$ cat src/rtl/onchip_mem_arb_pkg.sv
// onchip_mem_arb_pkg: shared widths, requester indices and request bundle for the on-chip RAM arbiter
package onchip_mem_arb_pkg;
    localparam int ADDR_W = 13;
    localparam int DATA_W = 32;
    localparam int BE_W = DATA_W / 8;
    localparam logic M0 = 1'b0;
    localparam logic M1 = 1'b1;
    typedef struct packed {
        logic [ADDR_W-1:0] address;
        logic [BE_W-1:0] byteenable;
        logic read;
        logic write;
        logic [DATA_W-1:0] writedata;
    } req_t;
endpackage

$ cat src/rtl/onchip_mem_arbiter_rr_arb2.sv
// rr_arb2: two-way round-robin grant; on contention the requester not granted last wins
module rr_arb2 (
    input  logic       clk,
    input  logic       reset,
    input  logic [1:0] req,
    input  logic       advance,
    output logic [1:0] grant
);
    logic last;
    always_comb begin
        grant[0] = req[0] & (~req[1] | last);
        grant[1] = req[1] & (~req[0] | ~last);
    end
    // reset to 1 so m0 wins the first contention
    always_ff @(posedge clk or posedge reset)
        if (reset) last <= 1'b1;
        else if (advance) last <= grant[1];
endmodule

$ cat src/rtl/onchip_mem_arbiter.sv
// onchip_mem_arbiter: shares the single-port on-chip RAM between two Avalon-MM masters,
// one access per cycle, read data returned to the winner one cycle after grant
module onchip_mem_arbiter
    import onchip_mem_arb_pkg::*;
(
    input  logic              clk,
    input  logic              reset,
    input  logic [ADDR_W-1:0] m0_address,
    input  logic [BE_W-1:0]   m0_byteenable,
    input  logic              m0_read,
    input  logic              m0_write,
    input  logic [DATA_W-1:0] m0_writedata,
    output logic              m0_waitrequest,
    output logic [DATA_W-1:0] m0_readdata,
    output logic              m0_readdatavalid,
    input  logic [ADDR_W-1:0] m1_address,
    input  logic [BE_W-1:0]   m1_byteenable,
    input  logic              m1_read,
    input  logic              m1_write,
    input  logic [DATA_W-1:0] m1_writedata,
    output logic              m1_waitrequest,
    output logic [DATA_W-1:0] m1_readdata,
    output logic              m1_readdatavalid,
    output logic [ADDR_W-1:0] mem_address,
    output logic [BE_W-1:0]   mem_byteenable,
    output logic              mem_chipselect,
    output logic              mem_write,
    output logic [DATA_W-1:0] mem_writedata,
    output logic              mem_clken,
    input  logic [DATA_W-1:0] mem_readdata
);
    req_t r0, r1, sel;
    logic [1:0] req, grant;
    logic rd_pend, rd_tag;
    assign r0 = '{m0_address, m0_byteenable, m0_read, m0_write, m0_writedata};
    assign r1 = '{m1_address, m1_byteenable, m1_read, m1_write, m1_writedata};
    assign req = {m1_read | m1_write, m0_read | m0_write};
    rr_arb2 u_arb (
        .clk(clk),
        .reset(reset),
        .req(req),
        .advance(|grant),
        .grant(grant)
    );
    // with no grant the m0 fields pass through; chipselect and write gate them off
    assign sel = grant[M1] ? r1 : r0;
    assign mem_address = sel.address;
    assign mem_byteenable = sel.byteenable;
    assign mem_writedata = sel.writedata;
    assign mem_chipselect = |grant;
    assign mem_write = (|grant) & sel.write;
    assign mem_clken = 1'b1;
    assign m0_waitrequest = req[0] & ~grant[0];
    assign m1_waitrequest = req[1] & ~grant[1];
    // read+write together executes as a write, so it must not raise readdatavalid
    always_ff @(posedge clk or posedge reset)
        if (reset) begin
            rd_pend <= 1'b0;
            rd_tag <= M0;
        end else begin
            rd_pend <= (|grant) & sel.read & ~sel.write;
            rd_tag <= grant[M1];
        end
    assign m0_readdatavalid = rd_pend & (rd_tag == M0);
    assign m1_readdatavalid = rd_pend & (rd_tag == M1);
    assign m0_readdata = mem_readdata;
    assign m1_readdata = mem_readdata;
    a_rw0: assert property (@(posedge clk) disable iff (reset) !(m0_read && m0_write))
        else $warning("m0 asserted read and write together; executed as write");
    a_rw1: assert property (@(posedge clk) disable iff (reset) !(m1_read && m1_write))
        else $warning("m1 asserted read and write together; executed as write");
endmodule

$ cat config.mk
export PLATFORM = sky130hd
export DESIGN_NAME = onchip_mem_arbiter
export DESIGN_NICKNAME = d
export VERILOG_FILES = /design/src/rtl/onchip_mem_arb_pkg.sv /design/src/rtl/onchip_mem_arbiter_rr_arb2.sv /design/src/rtl/onchip_mem_arbiter.sv
export SDC_FILE = /design/constraint.sdc
export NUM_CORES = 1
export LEC_CHECK = 0
export CELL_PAD_IN_SITES_DETAIL_PLACEMENT = 1
export CELL_PAD_IN_SITES_GLOBAL_PLACEMENT = 2
export CORE_AREA = 2 2 117 119
export CTS_CLUSTER_SIZE = 25
export DETAILED_ROUTE_END_ITERATION = 8
export DIE_AREA = 0 0 119 121
export HOLD_SLACK_MARGIN = 0.05
export PLACE_DENSITY = 0.95
export SYNTH_ARGS = -nofsm -noshare
export SYNTH_HDL_FRONTEND = slang
export SYNTH_SLANG_ARGS = --single-unit
$ cat constraint.sdc
create_clock -name clk -period 1.93 [get_ports clk]
set_input_delay 0.579 -clock clk [delete_from_list [all_inputs] [get_ports clk]]
set_output_delay 0.579 -clock clk [all_outputs]
set_load 0.05 [all_outputs]
==> results.py, run 1 <==
metrics = {
    "setup_path": {
        "cp_slowest_stage_delay_ps": 330,
        "worst_ep_arrival_time_ps": 1850,
        "slowest_stage": "mux2_4",
        "worstPathCellList": "buf_8, o21ai_4, o21ai_4, buf_12, buf_12, buf_12, mux2_4, buf_8",
        "worst-path-max-fanout": 8,
        "cp-start-kind": "input port",
        "path_class": "input port to output port",
        "cpMostUsedCell": "buf_12",
        "worstSetupEndpointType": "output port",
        "critPathRequiredTime_ps": 1350,
    },
    "detailed_routing": {
        "first_pass_iters": 4,
        "drtIter0Drc": 13,
        "wire_per_inst_um": 16.6,
        "drc": 0,
        "viasPerCell": 3.31,
        "vias": 1426,
        "antenna_left": 0,
        "routed_wl_mm": 7.15,
    },
    "floorplanning": {
        "die_w_um": 119,
        "die_area_um2": 14400,
        "ios": 256,
        "start_util": 0.0981,
        "num_rows": 42,
        "die_height_um": 121,
        "coreArea_um2": 13100,
    },
    "cts": {
        "cts_inserted_buffers": 3,
        "insertion_delay_ps": 230,
        "clk_root_buffer_cell": "clkbuf_16",
        "cts_tree": "yes",
        "clock-sinks": 3,
        "ctsHtreeMaxLevel": 1,
        "clkTransAtPathRegs_ps": 30,
        "clockBufferDepth": 2,
    },
    "sta": {
        "report.final.slew_viol_count": 0,
        "rsz0062_at_grt": "yes",
        "fmax_mhz": 412,
        "fin_crit_sh": 1.26,
        "setup_viol": 51,
        "period_minus_slack_ps": 2420,
        "tns_ps": -21840,
        "setup_slack_ps": -495,
        "final_hold_viol_count": 0,
        "finalClockSkew_ps": 1.49,
        "holdWs_ps": 543,
    },
    "run": {
        "drv_cap": 0,
    },
    "yosys": {
        "ys_seq_area_frac": 0.0595,
        "ys_ff_latch": 3,
        "synth_area_leader_cell": "mux2_2",
        "synth_area_leaders": "mux2_2, buf_4, buf_6",
        "synth_cells": 143,
        "yosysWarnings": 0,
        "synth_top_area_share": 0.430,
        "synth_nets": 279,
        "yosysUniqueCellTypes": 17,
        "synth_area_um2": 1280,
        "syn_area_per_cell_um2": 8.98,
    },
    "global_route": {
        "grt_start_max_net_pins": 15,
        "grt_use_total": 0.0940,
        "overflow": 0,
        "grt_pass1_vias": 1639,
        "antenna_found_initial": 0,
        "grt_pass1_wl_mm": 10.1,
    },
    "run_status": {
        "status": "finished with violations",
        "violations": "setup timing",
    },
    "power_and_ir_drop": {
        "power.density_nw_per_um2": 692,
        "p_leak_nw": 1.42,
        "ir_worst_vdd_mv": 0.244,
        "p_total_mw": 2.29,
    },
    "place": {
        "dp_hpwl_mm": 4.98,
        "finalWeightedCongestion": 0.656,
        "io_buffers": 158,
    },
    "final_layout": {
        "area_growth_pct": 158,
        "diodes": 0,
        "fillers": 1445,
        "nNetsFinal": 392,
        "drive_gt1_frac": 0.549,
    },
    "min_path": {
        "hold_path.class": "input port to asynchronous set/reset pin",
    },
}
final timing paths:
path | startpoint | end | slack (ps) | depth (start not counted)
max in group asynchronous | reset | u_arb.last | 1170 | 2
worst min-delay path | reset | rd_tag | 540 | 2
min in group clk | m1_read | u_arb.last | 700 | 2
worst max-delay path | m0_read | mem_writedata[17] | -490 | 8
worst max register to register | u_arb.last | rd_pend | 590 | 6
worst min register to register | u_arb.last | u_arb.last | 730 | 3
report_power, final:
group | leakage, nW | total, mW | internal, mW | switching [mW]
sequential | 0.0348 | 0.0835 | 0.0765 | 0.00704
clock | 0.0382 | 0.335 | 0.273 | 0.0618
combinational | 1.35 | 1.87 | 0.952 | 0.920
total | 1.42 | 2.29 | 1.30 | 0.989
worst max-delay path, delay by kind of cell:
family	cells	cell delay, ps
buffers and inverters	5	660
AOI/OAI and AO/OA	2	260
muxes	1	330
per-stage QoR:
stage	instance area [um2]	setup WS, ps	util	instances
after detailed placement	2620	-867	0.200	414
after global placement	2620	-859	0.200	414
final	3310	-495	0.253	431
after global routing	3310	-515	0.253	431
after CTS	3250	-475	0.248	428
after floorplan	1330	-71.9	-	143
metal layers:
layer	vias to the layer above	part of all wire	GRT usage
li1	639	-	-
met1	652	0.35	0.0974
met2	112	0.52	0.175
met3	23	0.10	0.0315
met4	0	0.026	0.0357
met5	-	0	0
placed cells by master (no fill, tap or decap), types with 2 or more instances in the layout:
| cell | instances |
|---|---|
| buf_12 | 16 |
| buf_16 | 2 |
| buf_2 | 2 |
| buf_4 | 9 |
| buf_6 | 26 |
| buf_8 | 24 |
| clkbuf_16 | 3 |
| clkdlybuf4s50_1 | 99 |
| dfrtp_1 | 2 |
| inv_1 | 2 |
| mux2_2 | 14 |
| mux2_4 | 35 |
| nand2_1 | 2 |
| nor2_4 | 2 |
| nor2b_1 | 2 |
| o21ai_4 | 2 |
cell type report:
| cell class | count | area, um2 | share of cell area |
|---|---|---|---|
| Clock buffer | 4 | 78.8 | 0.0238 |
| Tap cell | 176 | 220 | 0.0665 |
| Sequential cell | 3 | 76.3 | 0.0231 |
| Inverter | 2 | 7.51 | 0.00227 |
| Timing Repair Buffer | 178 | 2100 | 0.633 |
| Multi-Input combinational cell | 68 | 831 | 0.251 |
flip-flops by register name, indices dropped and copies added, names as in the netlist:
signal and cells:
rd_pend 1, rd_tag 1, u_arb.last 1
synthesized netlist by cell type, drive strengths merged:
cell type  count
o21ai          2
o22ai          1
dfstp          1
and2           1
nand2          3
dfrtp          2
mux2          49
nor3           1
nor2b          2
nor3b          1
buf           70
a21oi          2
o31a           1
nor2           4
conb           1
inv            2
repair_timing:
item | CTS | global route
setup buffers | 7 | 7
pin swaps | 4 | 4
hold buffers | 0 | 0
resized for setup | 120 | 18
setup endpoints to repair | 53 | 51
gates cloned | 4 | 0
cells by family after synthesis:
family	share of synthesized area
AO/OA/AOI/OAI	0.0331
multiplexers	0.430
flip-flops	0.0595
other	0.00292
buffers and inverters	0.430
AND/OR/NAND/NOR	0.0448
No activity file was read; power rests on OpenSTA's default activity.
==> inputs of run 2 (changes only) <==
PLACE_DENSITY = default   (was 0.95)
PLACE_DENSITY_LB_ADDON = 0.1   (was default)
RECOVER_POWER = 25   (was default)
REMOVE_ABC_BUFFERS = 1   (was default)
==> run 2 against run 1 <==
Effect of this change:
- the run still ends with setup timing left
- wire length increased by 28%
- core utilization is essentially flat
- total power decreased by 1.7%
- count of clock-buffer cells in the layout unchanged
- critical endpoint is now mem_address[4]
- largest cell class unchanged
==> results.py, run 2 (synthesized netlist as in run 1, its figures left out) <==
metrics = {
    "detailed_routing": {
        "routed_wl_mm": 9.16,
        "wire_per_inst_um": 21.3,
        "antenna_left": 0,
        "vias": 1543,
        "viasPerCell": 3.59,
        "first_pass_iters": 4,
        "drtIter0Drc": 36,
        "drc": 0,
    },
    "setup_path": {
        "worst-path-max-fanout": 6,
        "cpMostUsedCell": "buf_8",
        "cp_slowest_stage_delay_ps": 310,
        "slowest_stage": "mux2_4",
        "path_class": "input port to output port",
        "critPathRequiredTime_ps": 1350,
        "worstSetupEndpointType": "output port",
        "cp-start-kind": "input port",
        "worst_ep_arrival_time_ps": 1820,
        "worstPathCellList": "buf_8, o21ai_4, o21ai_4, buf_12, buf_8, buf_16, mux2_4, buf_8",
    },
    "cts": {
        "ctsHtreeMaxLevel": 1,
        "insertion_delay_ps": 220,
        "ctsHoldBuffers": 0,
        "clkTransAtPathRegs_ps": 30,
        "clockBufferDepth": 2,
        "clk_root_buffer_cell": "clkbuf_16",
        "cts_tree": "yes",
        "clock-sinks": 3,
        "cts_inserted_buffers": 3,
    },
    "final_layout": {
        "nNetsFinal": 391,
        "regArea_um2": 76.3,
        "diodes": 0,
        "final_common_cell": "clkdlybuf4s50_1",
        "fillers": 1479,
        "stdcell_count": 430,
        "area_growth_pct": 158,
        "drive_gt1_frac": 0.555,
        "layout_common_cells": "clkdlybuf4s50_1, buf_8, mux2_4",
        "reg_top3": "rd_pend: 1 flops, rd_tag: 1 flops, u_arb.last: 1 flops",
        "multi_input_area_um2": 832,
    },
    "power_and_ir_drop": {
        "power.density_nw_per_um2": 680,
        "ir_worst_vdd_mv": 0.227,
        "p_leak_nw": 1.42,
    },
    "min_path": {
        "hold_path.class": "input port to asynchronous set/reset pin",
    },
    "global_route": {
        "grt_pass1_vias": 1829,
        "grt_pass1_wl_mm": 12.7,
        "grt_use_total": 0.123,
        "overflow": 0,
        "antenna_found_initial": 0,
        "grt_start_max_net_pins": 14,
    },
    "run_status": {
        "status": "finished with violations",
        "violations": "setup timing",
    },
    "floorplanning": {
        "start_util": 0.0981,
        "num_rows": 42,
        "die_w_um": 119,
        "die_area_um2": 14400,
        "coreArea_um2": 13100,
        "die_height_um": 121,
        "ios": 256,
    },
    "place": {
        "dp_hpwl_mm": 7.24,
        "dp_worst_setup_slack_ps": -728,
        "io_buffers": 158,
        "dp_cells": 417,
        "finalWeightedCongestion": 0.656,
    },
    "sta": {
        "finalClockSkew_ps": 0.458,
        "fin_crit_sh": 1.25,
        "setup_slack_ps": -473,
        "period_minus_slack_ps": 2400,
        "report.final.slew_viol_count": 0,
        "rsz0062_at_grt": "yes",
        "fmax_mhz": 416,
        "final_hold_viol_count": 0,
        "setup_viol": 49,
    },
    "run": {
        "drv_cap": 0,
    },
}
run 2: changes by cell type in the layout (fill, tap and decap cells not counted), moves of 3 or more:
| cell | change |
|---|---|
| buf_8 | +9 |
| mux2_4 | -3 |
| buf_6 | -5 |
| buf_16 | +3 |
| buf_12 | -8 |
| mux2_2 | +3 |
run 2: worst max-delay path: cells and delay by family:
| kind | cells | cell delay (ps) |
|---|---|---|
| muxes | 1 | 310 |
| AOI/OAI and AO/OA | 2 | 260 |
| buffers and inverters | 5 | 660 |
run 2: layer usage:
layer / global-route usage / up-vias / wire, um
li1: - / 640 / -
met4: 0.0104 / 2 / 19
met5: 0.0662 / - / 95
met2: 0.158 / 190 / 3530
met3: 0.137 / 4 / 2160
met1: 0.135 / 707 / 3350
run 2: report_power, final:
part	internal (mW)	total, mW	switching [mW]
clock	0.272	0.324	0.0517
sequential	0.0765	0.0839	0.00741
combinational	0.938	1.84	0.906
total	1.29	2.25	0.965
run 2: path summary, 6_finish.rpt:
check | depth (start not counted) | slack, ps | startpoint | end
max in group asynchronous | 2 | 1050 | reset | u_arb.last
worst min-delay path | 2 | 670 | reset | rd_pend
worst min register to register | 3 | 740 | u_arb.last | u_arb.last
min in group clk | 3 | 740 | m0_write | rd_pend
worst max register to register | 5 | 750 | u_arb.last | rd_tag
worst max-delay path | 8 | -470 | m0_write | mem_address[4]
run 2: cell type report:
| class | instances | area share |
|---|---|---|
| multi-input cells | 68 | 0.251 |
| flip-flops and latches | 3 | 0.0230 |
| repair buffers | 177 | 0.633 |
| well taps | 176 | 0.0665 |
| inverters | 2 | 0.00227 |
| clock buffers | 4 | 0.0238 |
run 2: metrics by stage:
stage               total power [mW]  TNS, ps   util  area, um2  hold slack [ps]
CTS                             2.33   -21980  0.256       3350              531
global placement                1.50   -38170  0.197       2570              713
detailed placement              1.49   -36220  0.197       2570              724
floorplan                      0.904   -55020      -        739              332
global route                    2.35   -23400  0.253       3310              695
finish                          2.25   -21010  0.253       3310              666
run 2: timing repair:
item                       in CTS  in global routing
buffers inserted                7                  2
cloned                          5                  0
pin swaps                       2                  3
gates resized for setup       150                  9
setup endpoints to repair      53                 52
==> inputs of run 3 (changes only) <==
CAP_MARGIN = 20   (was default)
PLACE_DENSITY = 0.95   (was default)
PLACE_DENSITY_LB_ADDON = default   (was 0.1)
==> run 3 against run 2 <==
Effect of this change:
- the flow still finishes with violations (setup timing)
- register-to-register slack got worse by 140 ps
- non-clock buffer count is 4 higher
- critical path depth did not move
==> results.py, run 3 (synthesized netlist as in run 1, its figures left out) <==
metrics = {
    "run_status": {
        "status": "finished with violations",
        "violations": "setup timing",
    },
    "setup_path": {
        "worst-path-max-fanout": 5,
        "worstSetupEndpointType": "output port",
        "path_class": "input port to output port",
        "worst_ep_arrival_time_ps": 1850,
        "worstReg2RegStart": "u_arb.last",
        "r2r_end": "rd_tag",
        "cp-start-kind": "input port",
        "rrSetupSlack_ps": 610,
        "slowest_stage": "mux2_4",
        "r2r_cells": 7,
        "critical_path.startpoint": "m0_write",
        "worstPathCellList": "buf_8, o21ai_4, o21ai_4, buf_12, buf_12, buf_12, mux2_4, buf_6",
        "cpMostUsedCell": "buf_12",
        "critPathRequiredTime_ps": 1350,
        "critPathCapture": "mem_writedata[19]",
        "cp_slowest_stage_delay_ps": 330,
    },
    "cts": {
        "clockBufferDepth": 2,
        "ctsHtreeMaxLevel": 1,
        "cts_tree": "yes",
        "clock-sinks": 3,
        "cts_inserted_buffers": 3,
        "clk_root_buffer_cell": "clkbuf_16",
        "insertion_delay_ps": 220,
        "clkTransAtPathRegs_ps": 30,
    },
    "floorplanning": {
        "die_height_um": 121,
        "die_w_um": 119,
        "num_rows": 42,
        "die_area_um2": 14400,
        "ios": 256,
        "coreArea_um2": 13100,
        "start_util": 0.0981,
    },
    "place": {
        "dp_hpwl_mm": 7.74,
        "dp_worst_setup_slack_ps": -831,
        "io_buffers": 158,
        "place_area_um2": 2590,
        "finalWeightedCongestion": 0.865,
    },
    "final_layout": {
        "diodes": 0,
        "drive_gt1_frac": 0.550,
        "area_growth_pct": 166,
        "layout_common_cells": "clkdlybuf4s50_1, mux2_4, buf_8",
        "multi_input_area_um2": 843,
        "final_common_cell": "clkdlybuf4s50_1",
        "reg_top3": "rd_pend: 1 flops, rd_tag: 1 flops, u_arb.last: 1 flops",
        "fillers": 1447,
        "nNetsFinal": 395,
        "stdcell_area_um2": 3420,
        "regArea_um2": 76.3,
    },
    "sta": {
        "fmax_mhz": 412,
        "fin_crit_sh": 1.26,
        "report.final.slew_viol_count": 0,
        "finalClockSkew_ps": 0.109,
        "setup_viol": 49,
        "setup_slack_ps": -495,
        "rsz0062_at_grt": "yes",
        "final_hold_viol_count": 0,
        "period_minus_slack_ps": 2430,
    },
    "detailed_routing": {
        "drc": 0,
        "vias": 1571,
        "viasPerCell": 3.62,
        "routed_wl_mm": 10.2,
        "first_pass_iters": 4,
        "wire_per_inst_um": 23.4,
        "drtIter0Drc": 44,
        "antenna_left": 0,
    },
    "power_and_ir_drop": {
        "ir_worst_vdd_mv": 0.288,
        "p_total_mw": 2.35,
        "p_leak_nw": 1.48,
        "power.density_nw_per_um2": 686,
    },
    "global_route": {
        "grt_pass1_vias": 1822,
        "overflow": 0,
        "grt_use_total": 0.135,
        "grt_start_max_net_pins": 10,
        "antenna_found_initial": 0,
        "grt_pass1_wl_mm": 13.6,
    },
    "min_path": {
        "hold_path.class": "input port to asynchronous set/reset pin",
    },
    "run": {
        "drv_cap": 0,
    },
}
==> run 3: cell types whose count changed in the layout (fill, tap and decap cells not counted), sizes merged <==
cell and delta:
buf +3, clkbuf +1
==> run 3: worst min-delay path by stage <==
stage / depth (start not counted) / slack, ps / endpoint
after global routing: 2 / 690 / rd_pend
after detailed placement: 3 / 750 / u_arb.last
final: 2 / 670 / rd_tag
after CTS: 2 / 540 / rd_pend
after floorplan: 1 / 330 / rd_pend
after global placement: 3 / 710 / u_arb.last
==> run 3: cell type report <==
class                           instances  area share
Clock buffer                            4      0.0231
Inverter                                2     0.00220
Sequential cell                         3      0.0223
Tap cell                              176      0.0644
Timing Repair Buffer                  181       0.641
Multi-Input combinational cell         68       0.247
==> run 3: routing by layer <==
| layer | share of wire | up-vias | GRT usage | routed length, um |
|---|---|---|---|---|
| met4 | 0.0011 | 4 | 0.0104 | 11 |
| met2 | 0.42 | 174 | 0.190 | 4270 |
| met1 | 0.36 | 741 | 0.142 | 3670 |
| li1 | - | 648 | - | - |
| met3 | 0.20 | 4 | 0.132 | 2050 |
| met5 | 0.016 | - | 0.103 | 158 |
==> run 3: worst max-delay path, delay by kind of cell <==
family	cells	cell delay [ps]
compound gates	2	260
mux	1	330
buf+inv	5	670
==> run 3: stage by stage <==
step                utilization  instances  hold slack [ps]  setup TNS, ps
floorplan                     -         73              332         -55020
global route              0.261        434              694         -24310
CTS                       0.256        433              541         -22970
detailed placement        0.198        417              748         -40230
global placement          0.198        417              711         -38850
finish                    0.261        434              673         -22280
==> run 3: repair_timing <==
| item | 4_1_cts | 5_1_grt |
|---|---|---|
| cloned | 6 | 1 |
| resized for setup | 142 | 19 |
| buffers inserted | 7 | 1 |
| pin swaps | 4 | 1 |
| hold buffers | 0 | 0 |
| setup endpoints to repair | 53 | 52 |
==> run 3: where the power goes <==
group	leakage (nW)	internal [mW]	switching [mW]
clock network	0.0382	0.272	0.0536
registers	0.0348	0.0765	0.00685
logic	1.41	1.00	0.938
total	1.48	1.35	0.999
